**src/rtl/ps2_pkg.sv**
```systemverilog
// ps2_pkg: shared constants, types and helpers for the PS/2 scan-code decoder.
//   - prefix and modifier scan codes (set 2)
//   - list of protocol bytes that never form a key event
//   - decoder state enum
//   - scan_to_ascii(): set-2 make code to ASCII for the mapped key subset
package ps2_pkg;

    localparam logic [7:0] PS2_EXT    = 8'hE0;
    localparam logic [7:0] PS2_BRK    = 8'hF0;
    localparam logic [7:0] PS2_LSHIFT = 8'h12;
    localparam logic [7:0] PS2_RSHIFT = 8'h59;
    localparam logic [7:0] PS2_CAPS   = 8'h58;

    // Keyboard responses / protocol bytes that carry no key information.
    localparam int PS2_N_IGNORED = 7;
    localparam logic [PS2_N_IGNORED-1:0][7:0] PS2_IGNORED =
        {8'hE1, 8'hAA, 8'hFA, 8'hFE, 8'hEE, 8'h00, 8'hFF};

    typedef enum logic [1:0] {
        ST_IDLE    = 2'b00,
        ST_EXT     = 2'b01,
        ST_BRK     = 2'b10,
        ST_EXT_BRK = 2'b11
    } ps2_state_e;

    function automatic logic is_ignored(input logic [7:0] code);
        logic hit;
        hit = 1'b0;
        for (int i = 0; i < PS2_N_IGNORED; i++) begin
            if (code == PS2_IGNORED[i]) begin
                hit = 1'b1;
            end else begin
                hit = hit;
            end
        end
        return hit;
    endfunction

    // Returns 8'h00 for unmapped codes. Only letters honour 'upper'.
    function automatic logic [7:0] scan_to_ascii(input logic [7:0] code, input logic upper);
        logic [7:0] c;
        case (code)
            8'h1C: c = 8'h61; 8'h32: c = 8'h62; 8'h21: c = 8'h63; 8'h23: c = 8'h64;
            8'h24: c = 8'h65; 8'h2B: c = 8'h66; 8'h34: c = 8'h67; 8'h33: c = 8'h68;
            8'h43: c = 8'h69; 8'h3B: c = 8'h6A; 8'h42: c = 8'h6B; 8'h4B: c = 8'h6C;
            8'h3A: c = 8'h6D; 8'h31: c = 8'h6E; 8'h44: c = 8'h6F; 8'h4D: c = 8'h70;
            8'h15: c = 8'h71; 8'h2D: c = 8'h72; 8'h1B: c = 8'h73; 8'h2C: c = 8'h74;
            8'h3C: c = 8'h75; 8'h2A: c = 8'h76; 8'h1D: c = 8'h77; 8'h22: c = 8'h78;
            8'h35: c = 8'h79; 8'h1A: c = 8'h7A;
            // top-row digits
            8'h45: c = 8'h30; 8'h16: c = 8'h31; 8'h1E: c = 8'h32; 8'h26: c = 8'h33;
            8'h25: c = 8'h34; 8'h2E: c = 8'h35; 8'h36: c = 8'h36; 8'h3D: c = 8'h37;
            8'h3E: c = 8'h38; 8'h46: c = 8'h39;
            // keypad digits
            8'h70: c = 8'h30; 8'h69: c = 8'h31; 8'h72: c = 8'h32; 8'h7A: c = 8'h33;
            8'h6B: c = 8'h34; 8'h73: c = 8'h35; 8'h74: c = 8'h36; 8'h6C: c = 8'h37;
            8'h75: c = 8'h38; 8'h7D: c = 8'h39;
            8'h29: c = 8'h20;
            8'h5A: c = 8'h0D;
            8'h66: c = 8'h08;
            default: c = 8'h00;
        endcase
        if (upper && (c >= 8'h61) && (c <= 8'h7A)) begin
            c = c - 8'h20;
        end else begin
            c = c;
        end
        return c;
    endfunction

endpackage

```
**src/rtl/ps2_ascii_rom.sv**
```systemverilog
// ps2_ascii_rom: combinational scan-code to ASCII table.
//   code  in  8  set-2 make code (prefixes already stripped)
//   upper in  1  letters in upper case
//   ascii out 8  ASCII character, 8'h00 when the key is unmapped
module ps2_ascii_rom
    import ps2_pkg::*;
(
    input  logic [7:0] code,
    input  logic       upper,
    output logic [7:0] ascii
);

    // Table lookup.
    always_comb begin
        ascii = scan_to_ascii(code, upper);
    end

endmodule

```
**src/rtl/ps2_scan_decoder.sv**
```systemverilog
// ps2_scan_decoder: turns the PS/2 receiver byte stream into key events.
// Strips E0/F0 prefixes, tracks Shift and Caps Lock, and emits ASCII for
// mapped non-extended make codes.
//   clk, rst              clock, async active-high reset
//   code_in, code_valid   received byte and its one-cycle strobe
//   key_code/ext/break    last event (registered, held until the next one)
//   key_valid             one-cycle event pulse
//   ascii, ascii_valid    ASCII of last make event / pulse on mapped makes
//   shift_o, caps_o       modifier state
module ps2_scan_decoder
    import ps2_pkg::*;
#(
    parameter int TIMEOUT_CYCLES = 100000
) (
    input  logic       clk,
    input  logic       rst,
    input  logic [7:0] code_in,
    input  logic       code_valid,
    output logic [7:0] key_code,
    output logic       key_ext,
    output logic       key_break,
    output logic       key_valid,
    output logic [7:0] ascii,
    output logic       ascii_valid,
    output logic       shift_o,
    output logic       caps_o
);

    localparam int CNT_W = (TIMEOUT_CYCLES > 1) ? $clog2(TIMEOUT_CYCLES) : 1;

    ps2_state_e state_r, next_state_s;
    logic [CNT_W-1:0] cnt_r;
    logic timeout_s, emit_s, emit_ext_s, emit_brk_s, upper_s;
    logic [7:0] rom_ascii_s;
    logic lshift_held_r, rshift_held_r, caps_held_r, shift_r, caps_r;
    logic [7:0] key_code_r, ascii_r;
    logic key_ext_r, key_break_r, key_valid_r, ascii_valid_r;

    // A byte arriving in the expiry cycle wins over the timeout.
    assign timeout_s = (state_r != ST_IDLE) && (cnt_r == CNT_W'(TIMEOUT_CYCLES - 1)) && !code_valid;
    assign upper_s   = shift_r ^ caps_r;

    ps2_ascii_rom u_rom (
        .code  (code_in),
        .upper (upper_s),
        .ascii (rom_ascii_s)
    );

    // State register.
    always_ff @(posedge clk or posedge rst) begin
        if (rst) begin
            state_r <= ST_IDLE;
        end else begin
            state_r <= next_state_s;
        end
    end

    // Next-state and event decode.
    always_comb begin
        next_state_s = state_r;
        emit_s       = 1'b0;
        emit_ext_s   = 1'b0;
        emit_brk_s   = 1'b0;
        if (code_valid) begin
            if (is_ignored(code_in)) begin
                next_state_s = state_r;
            end else begin
                case (state_r)
                    ST_IDLE: begin
                        if (code_in == PS2_EXT) begin
                            next_state_s = ST_EXT;
                        end else if (code_in == PS2_BRK) begin
                            next_state_s = ST_BRK;
                        end else begin
                            emit_s       = 1'b1;
                            next_state_s = ST_IDLE;
                        end
                    end
                    ST_EXT: begin
                        if (code_in == PS2_EXT) begin
                            next_state_s = ST_EXT;
                        end else if (code_in == PS2_BRK) begin
                            next_state_s = ST_EXT_BRK;
                        end else begin
                            emit_s       = 1'b1;
                            emit_ext_s   = 1'b1;
                            next_state_s = ST_IDLE;
                        end
                    end
                    ST_BRK: begin
                        if (code_in == PS2_BRK) begin
                            next_state_s = ST_BRK;
                        end else begin
                            emit_s       = 1'b1;
                            emit_brk_s   = 1'b1;
                            next_state_s = ST_IDLE;
                        end
                    end
                    ST_EXT_BRK: begin
                        if (code_in == PS2_BRK) begin
                            next_state_s = ST_EXT_BRK;
                        end else begin
                            emit_s       = 1'b1;
                            emit_ext_s   = 1'b1;
                            emit_brk_s   = 1'b1;
                            next_state_s = ST_IDLE;
                        end
                    end
                    default: begin
                        next_state_s = ST_IDLE;
                    end
                endcase
            end
        end else if (timeout_s) begin
            next_state_s = ST_IDLE;
        end else begin
            next_state_s = state_r;
        end
    end

    // Prefix timeout counter: runs only while a sequence is partial.
    always_ff @(posedge clk or posedge rst) begin
        if (rst) begin
            cnt_r <= '0;
        end else if (code_valid || timeout_s || (state_r == ST_IDLE)) begin
            cnt_r <= '0;
        end else begin
            cnt_r <= cnt_r + CNT_W'(1);
        end
    end

    // Event output registers; ascii holds across break events.
    always_ff @(posedge clk or posedge rst) begin
        if (rst) begin
            key_code_r    <= 8'h00;
            key_ext_r     <= 1'b0;
            key_break_r   <= 1'b0;
            key_valid_r   <= 1'b0;
            ascii_r       <= 8'h00;
            ascii_valid_r <= 1'b0;
        end else begin
            key_valid_r   <= emit_s;
            ascii_valid_r <= emit_s && !emit_ext_s && !emit_brk_s && (rom_ascii_s != 8'h00);
            if (emit_s) begin
                key_code_r  <= code_in;
                key_ext_r   <= emit_ext_s;
                key_break_r <= emit_brk_s;
                if (!emit_brk_s) begin
                    ascii_r <= emit_ext_s ? 8'h00 : rom_ascii_s;
                end
            end
        end
    end

    // Modifier tracking; the held bit stops Caps typematic repeats re-toggling.
    always_ff @(posedge clk or posedge rst) begin
        if (rst) begin
            lshift_held_r <= 1'b0;
            rshift_held_r <= 1'b0;
            shift_r       <= 1'b0;
            caps_held_r   <= 1'b0;
            caps_r        <= 1'b0;
        end else if (emit_s && !emit_ext_s) begin
            case (code_in)
                PS2_LSHIFT: begin
                    lshift_held_r <= !emit_brk_s;
                    shift_r       <= !emit_brk_s || rshift_held_r;
                end
                PS2_RSHIFT: begin
                    rshift_held_r <= !emit_brk_s;
                    shift_r       <= !emit_brk_s || lshift_held_r;
                end
                PS2_CAPS: begin
                    if (emit_brk_s) begin
                        caps_held_r <= 1'b0;
                    end else begin
                        caps_held_r <= 1'b1;
                        if (!caps_held_r) begin
                            caps_r <= ~caps_r;
                        end
                    end
                end
                default: begin
                end
            endcase
        end
    end

    assign key_code    = key_code_r;
    assign key_ext     = key_ext_r;
    assign key_break   = key_break_r;
    assign key_valid   = key_valid_r;
    assign ascii       = ascii_r;
    assign ascii_valid = ascii_valid_r;
    assign shift_o     = shift_r;
    assign caps_o      = caps_r;

endmodule

```
**config.mk**
```make
export PLATFORM = sky130hd
export DESIGN_NAME = ps2_scan_decoder
export DESIGN_NICKNAME = d
export VERILOG_FILES = /design/src/rtl/ps2_pkg.sv /design/src/rtl/ps2_ascii_rom.sv /design/src/rtl/ps2_scan_decoder.sv
export SDC_FILE = /design/constraint.sdc
export NUM_CORES = 1
export LEC_CHECK = 0
export ABC_AREA = 1
export CORE_MARGIN = 2
export CORE_UTILIZATION = 30
export DETAILED_ROUTE_END_ITERATION = 16
export GPL_TIMING_DRIVEN = 0
export PLACE_DENSITY = 0.58
export SETUP_SLACK_MARGIN = 0.05
export SLEW_MARGIN = 15
export SYNTH_ARGS = -nofsm -noshare
export SYNTH_HDL_FRONTEND = slang
export SYNTH_SLANG_ARGS = --single-unit
```
**constraint.sdc**
```tcl
create_clock -name clk -period 1.6 [get_ports clk]
set_clock_uncertainty 0.05 [all_clocks]
set_input_delay 0.24 -clock clk [delete_from_list [all_inputs] [get_ports clk]]
set_output_delay 0.24 -clock clk [all_outputs]
set_load 0.005 [all_outputs]
```
# After elaboration in Yosys (flattened, before gate mapping)
# Memories as Yosys holds them, arrays and structs flattened.
# Index checks and enable logic that the tools add are counted.
# word_totals
memories	1
romBits	896
reg_bits	44
wordCells	100
out_inout_bits	22
inputBits	11
# memory_table
name	words	word_bits	read_ports	rd_ports_with_merged_regs	wr	line	rtl
(no name shown)	128	7	1	0	0	ps2_pkg.sv:42	case (code)
# op_classes
n_lt_le_gt_ge	2
n_bitwise	4
n_addsub	2
n_mux	33
eq_ne	16
reduce_logical	29
# ops
op	count
8-bit == test (second input constant)	8
8-bit 2-to-1 mux	3
1-bit 2-to-1 mux	18
17-bit by 1-bit adder with 17-bit output (second input constant)	1
17-bit == test (second input constant)	1
17-bit 2-to-1 mux	1
8-bit by 7-bit == test with 1-bit output (second input constant)	2
2-bit 2-to-1 mux	7
2-bit AND reduction	6
8-bit by 5-bit == test with 1-bit output (second input constant)	1
8-bit by 7-bit greater-or-equal comparator with 1-bit output (second input constant)	1
8-bit by 7-bit <= comparator with 1-bit output (second input constant)	1
8-bit logical NOT	1
2-bit case mux with 4 select lines	1
8-bit nonzero test	1
8-bit by 6-bit subtractor with 8-bit output (second input constant)	1
1-bit logical AND	7
1-bit case mux with 2 select lines	3
2-bit nonzero test	3
2-bit == test (second input constant)	2
1-bit logical OR	4
4-bit AND reduction	1
2-bit OR reduction	2
1-bit logical NOT	3
other kinds (5)	7

# Depth between registers and ports, before layout
# depth
ltp_word	15
mapped_depth	18
ltp_nobuf	18

# By module
# Synthesis repeated with hierarchy kept, for this count alone.
# hier_totals
cells_unflattened	520
area_unflattened_um2	3530.9
# by_module_without_submodules
mod	cells_each	area_per_inst_um2	n_inst
ps2_scan_decoder	292	2338.5	1
ps2_ascii_rom	228	1192.4	1

# Worst setup path after synthesis
# Ideal clock, no wire load.
# synth_timing
kind	input to register
startpoint	input code_in[1]
endpoint	register ascii_valid_r, in the netlist ascii_valid
n_path_buf	0
cell_stages	13
t_required_ns	1.430
setup_slack_ns	-0.203
setup_ns	0.120
arrival_time_ns	1.632
path_cell_list	inv_1 > ha_1 > inv_1 > nand2_1 > nand3_2 > a21oi_2 > nand3_1 > nand2_1 > inv_1 > ha_1 > nand3_1 > nand2_1 > nand2_1
# synth_between
elab_chain_cells	15
elab_cells_between_ends	42
cone_classes	add/sub (1); order compare (2); eq/ne (8); mux (21); reduce/logical (9); memory (1)
# synth_lines
item	line	rtl
start: declaration	ps2_scan_decoder.sv:17	input logic [7:0] code_in,
branches (longest 14 deep; another with 8-bit by 7-bit greater-or-equal comparator with 1-bit output)	--	
1-bit logical AND (*)	ps2_scan_decoder.sv:143	ascii_valid_r <= emit_s && !emit_ext_s && !emit_brk_s && (rom_ascii_s != 8'h00);
end signal: assignment	ps2_scan_decoder.sv:143	
end: declaration	ps2_scan_decoder.sv:37	logic key_ext_r, key_break_r, key_valid_r, ascii_valid_r;
# Every way passes the cells marked *. The select of a mux whose other input is x is not followed.
# A chain may end at the register's enable or synchronous reset.

# Final worst setup path
# layout_timing
startpoint	input code_valid
endpoint	register ascii_r[0], in the netlist ascii[0]
# layout_between
elab_cells_between_ends	6
cone_classes	mux (4); bitwise (1); reduce/logical (1)
# layout_lines
item	line	rtl
start: declaration	ps2_scan_decoder.sv:18	input logic code_valid,
1-bit 2-to-1 mux	ps2_scan_decoder.sv:64	if (code_valid) begin
via emit_s	ps2_scan_decoder.sv:33	logic timeout_s, emit_s, emit_ext_s, emit_brk_s, upper_s;
2-bit AND reduction (no source line)	--	
end signal: assignment	ps2_scan_decoder.sv:149	ascii_r <= emit_ext_s ? 8'h00 : rom_ascii_s;
end: declaration	ps2_scan_decoder.sv:36	logic [7:0] key_code_r, ascii_r;
# The timed path passes the listed nets, and every way through them passes these cells.

==> flow_summary.yaml <==
sta:
  setup_violations: 42
  whs_ps: 143.5
  setup_tns_ps: -4698
  fin_crit_sh: 1.131
  setup_slack_ps: -210.2
  max_freq_mhz: 552.4
  worst_slew_pin_slew_ps: 313.8
  slew_headroom: 0.7892
  finalCriticalPeriod_ps: 1810
  slew_violations: 0
  hold_violations: 0
  rsz0062_at_grt: "yes"
drt:
  first_pass_iters: 4
  wl_per_cell_um: 14.40
  viasPerCell: 5.016
  drtIter0Drc: 190
  drt-total-wl_um: 9719
  vias: 3386
  ant_nets: 0
  drc: 0
layout:
  fin_cells: 675
  nFillCells: 1007
  layout-drive-gt1-share: 0.3690
  fin_area_um2: 4572
  nets: 562
  utilization: 0.4656
  n_antenna_cell: 0
  area_growth_pct: 49.57
die:
  start_util: 0.3113
  dieArea_um2: 11010
  core_um2: 9819
  io_pins: 33
  die_w_um: 104.9
  rows: 36
  fp.dieH_um: 104.9
synth:
  synth_nets: 478
  ys_seq_area_frac: 0.3602
  async_flop_share: 1.000
  netlist_instances: 457
  syn_area_um2: 3057
  yosys_warnings: 0
  synthFlopType: "dfrtp_1"
  synth_common_cells: "nand2_1 (158), inv_1 (45), nand3_1 (45)"
  synth_largest_area_cell: "dfrtp_1"
  synth_area_per_cell_um2: 6.689
  netlist_top_cells_area: "dfrtp_1 (36%), nand2_1 (19%), nand3_1 (7.4%)"
  synth.most_common_cell: "nand2_1"
  synth_cell_types: 35
  synth_seq_cells: 44
  synth_top_area_frac: 0.3602
  synth-edff-count: 0
global_routing:
  antenna_found_initial: 0
  grt-ovfl-total: 0
  grt_pass1_vias: 3358
  grt_max_degree: 35
  grt_pass1_wl_um: 15680
  grtUsageTotal: 0.1740
power_and_ir_drop:
  swShare: 0.2955
  power_leakage_nw: 2.141
  p_int_mw: 1.967
  power.share.clock: 0.301
  irDropWorstVdd_mv: 0.4771
  design_power_total_mw: 2.792
  power_switching_uw: 825.0
  seq_power_share: 0.430
  p_comb_frac: 0.269
  power.density_nw_per_um2: 610.7
worst_setup_path:
  max_stage_delay_ps: 600
  worstPathRequired_ps: 1790
  arrival_ps: 2000
  startpoint_type: "input port"
  cpMaxStageDelayCell: "clkdlybuf4s50_1"
  rrSetupSlack_ps: -100
  end_kind: "flip-flop"
  crit_type: "in2reg"
  path_cells: "clkdlybuf4s50_1 > o21ai_2 > nor3_2 > nand2_2 > nor2_8 > nand3_4 > clkinv_4 > buf_12 > nand2_1 > nand2_1"
  worstPathMaxFanout: 7
  path_common_cell: "nand2_1"
place:
  port_buffers: 32
  dp_hpwl_um: 6495
  place_inst: 623
  place_ws_ps: -1374
  placed_cell_area_um2: 3655
  gp_congestion: 0.9781
run:
  drv_cap: 0
cts:
  cts_buffers: 5
  cts_sinks: 44
  clk_pin_slew_ps: 80
  clk_latency_ps: 300
  htreeDepth: 2
  clockRootBuffer: "clkbuf_8"
  clockBufferDepth: 2
  cts_tree: "yes"
  holdBufCountCts: 0
status:
  outcome: "finished with violations"
  violations: "negative setup slack"
min_path:
  hp-class: "in2async"
[kinds of logic after synthesis]
logic type      count (synthesis)  synth area share
compound gates                 61            0.1072
fa+ha+maj                      10           0.04093
flops                          44            0.3602
xor+xnor                        2          0.005732
simple gates                  277            0.3954
buf+inv                        63           0.09046
[state kept, by name, summed over array words and instances (netlist names)]
name and flops:
ascii 8, ascii_valid 1, caps_held_r 1, caps_o 1, cnt_r 17, key_break 1
key_code 8, key_ext 1, key_valid 1, lshift_held_r 1, rshift_held_r 1, shift_o 1
state_r 2
[area by class of cell]
type                            instances  area, um^2  area share
Multi-Input combinational cell        350        2141      0.4683
Sequential cell                        44        1102      0.2411
Timing Repair Buffer                   76       719.4      0.1574
Inverter                               54       232.7     0.05090
Tap cell                              133       166.4     0.03640
Buffer                                  9       95.09     0.02080
Clock buffer                            6       72.57     0.01587
Clock inverter                          2       35.03    0.007663
Timing Repair inverter                  1       7.507    0.001642
[what timing repair did]
item                       CTS  global route
pin swaps                   30            33
setup endpoints to repair   44            45
setup buffers               32            12
cloned                       2             0
gates resized for setup    107            75
[worst max-delay path: cells and delay by family]
family | cells | cell delay, ps
buffers and inverters | 3 | 810
AND/OR/NAND/NOR | 6 | 830
AO/OA/AOI/OAI | 1 | 100
[placed cells by master, fill, tap and decap left out, types with 2 or more instances in the layout]
cell type,count
buf_12,4
dfrtp_1,43
nor2_2,16
o21ai_1,18
nor3_2,5
o21a_1,2
a21oi_1,13
clkbuf_2,2
nand3_1,40
nand3_4,2
nand3_2,6
clkdlybuf4s15_2,2
xor2_1,2
buf_4,35
nor2_1,21
nand2_2,33
ha_4,4
nor3_1,5
inv_1,32
buf_6,14
clkbuf_8,5
inv_4,4
inv_2,14
ha_2,2
clkinvlp_4,3
o21ai_2,9
nor2_4,8
clkdlybuf4s50_1,23
a21oi_2,6
ha_1,4
nand2_4,9
nand2_1,118
o21ai_0,8
nand4_1,6
[power groups by stage]
| stage | logic [mW] | clock network, mW | registers (mW) |
|---|---|---|---|
| after global routing | 0.825 | 0.895 | 1.21 |
| after global placement | 0.598 | 0 | 1.22 |
| after CTS | 0.695 | 0.865 | 1.20 |
| after detailed placement | 0.602 | 0 | 1.22 |
| final | 0.752 | 0.840 | 1.20 |
| after floorplan | 0.343 | 0 | 1.22 |
[worst paths after layout]
check                                           to  cells after the start          startpoint
max reg2reg                     cnt_r[0]$_DFF_PP0_                      9  cnt_r[0]$_DFF_PP0_
max in group asynchronous  caps_held_r$_DFFE_PP0P_                      3                 rst
max                           ascii[0]$_DFFE_PP0P_                     10          code_valid
min reg2reg                     cnt_r[0]$_DFF_PP0_                      1  cnt_r[0]$_DFF_PP0_
min                        key_code[0]$_DFFE_PP0P_                      2                 rst
min in group clk           key_code[7]$_DFFE_PP0P_                      3          code_in[7]
[routing by layer]
metal	up-vias	global-route usage	part of all wire
li1	1644	-	-
met1	1610	0.2121	0.42
met2	100	0.2992	0.51
met3	32	0.02807	0.040
met4	0	0.08095	0.035
met5	-	0	0
Note: power is estimated with default switching activity, not from simulation.
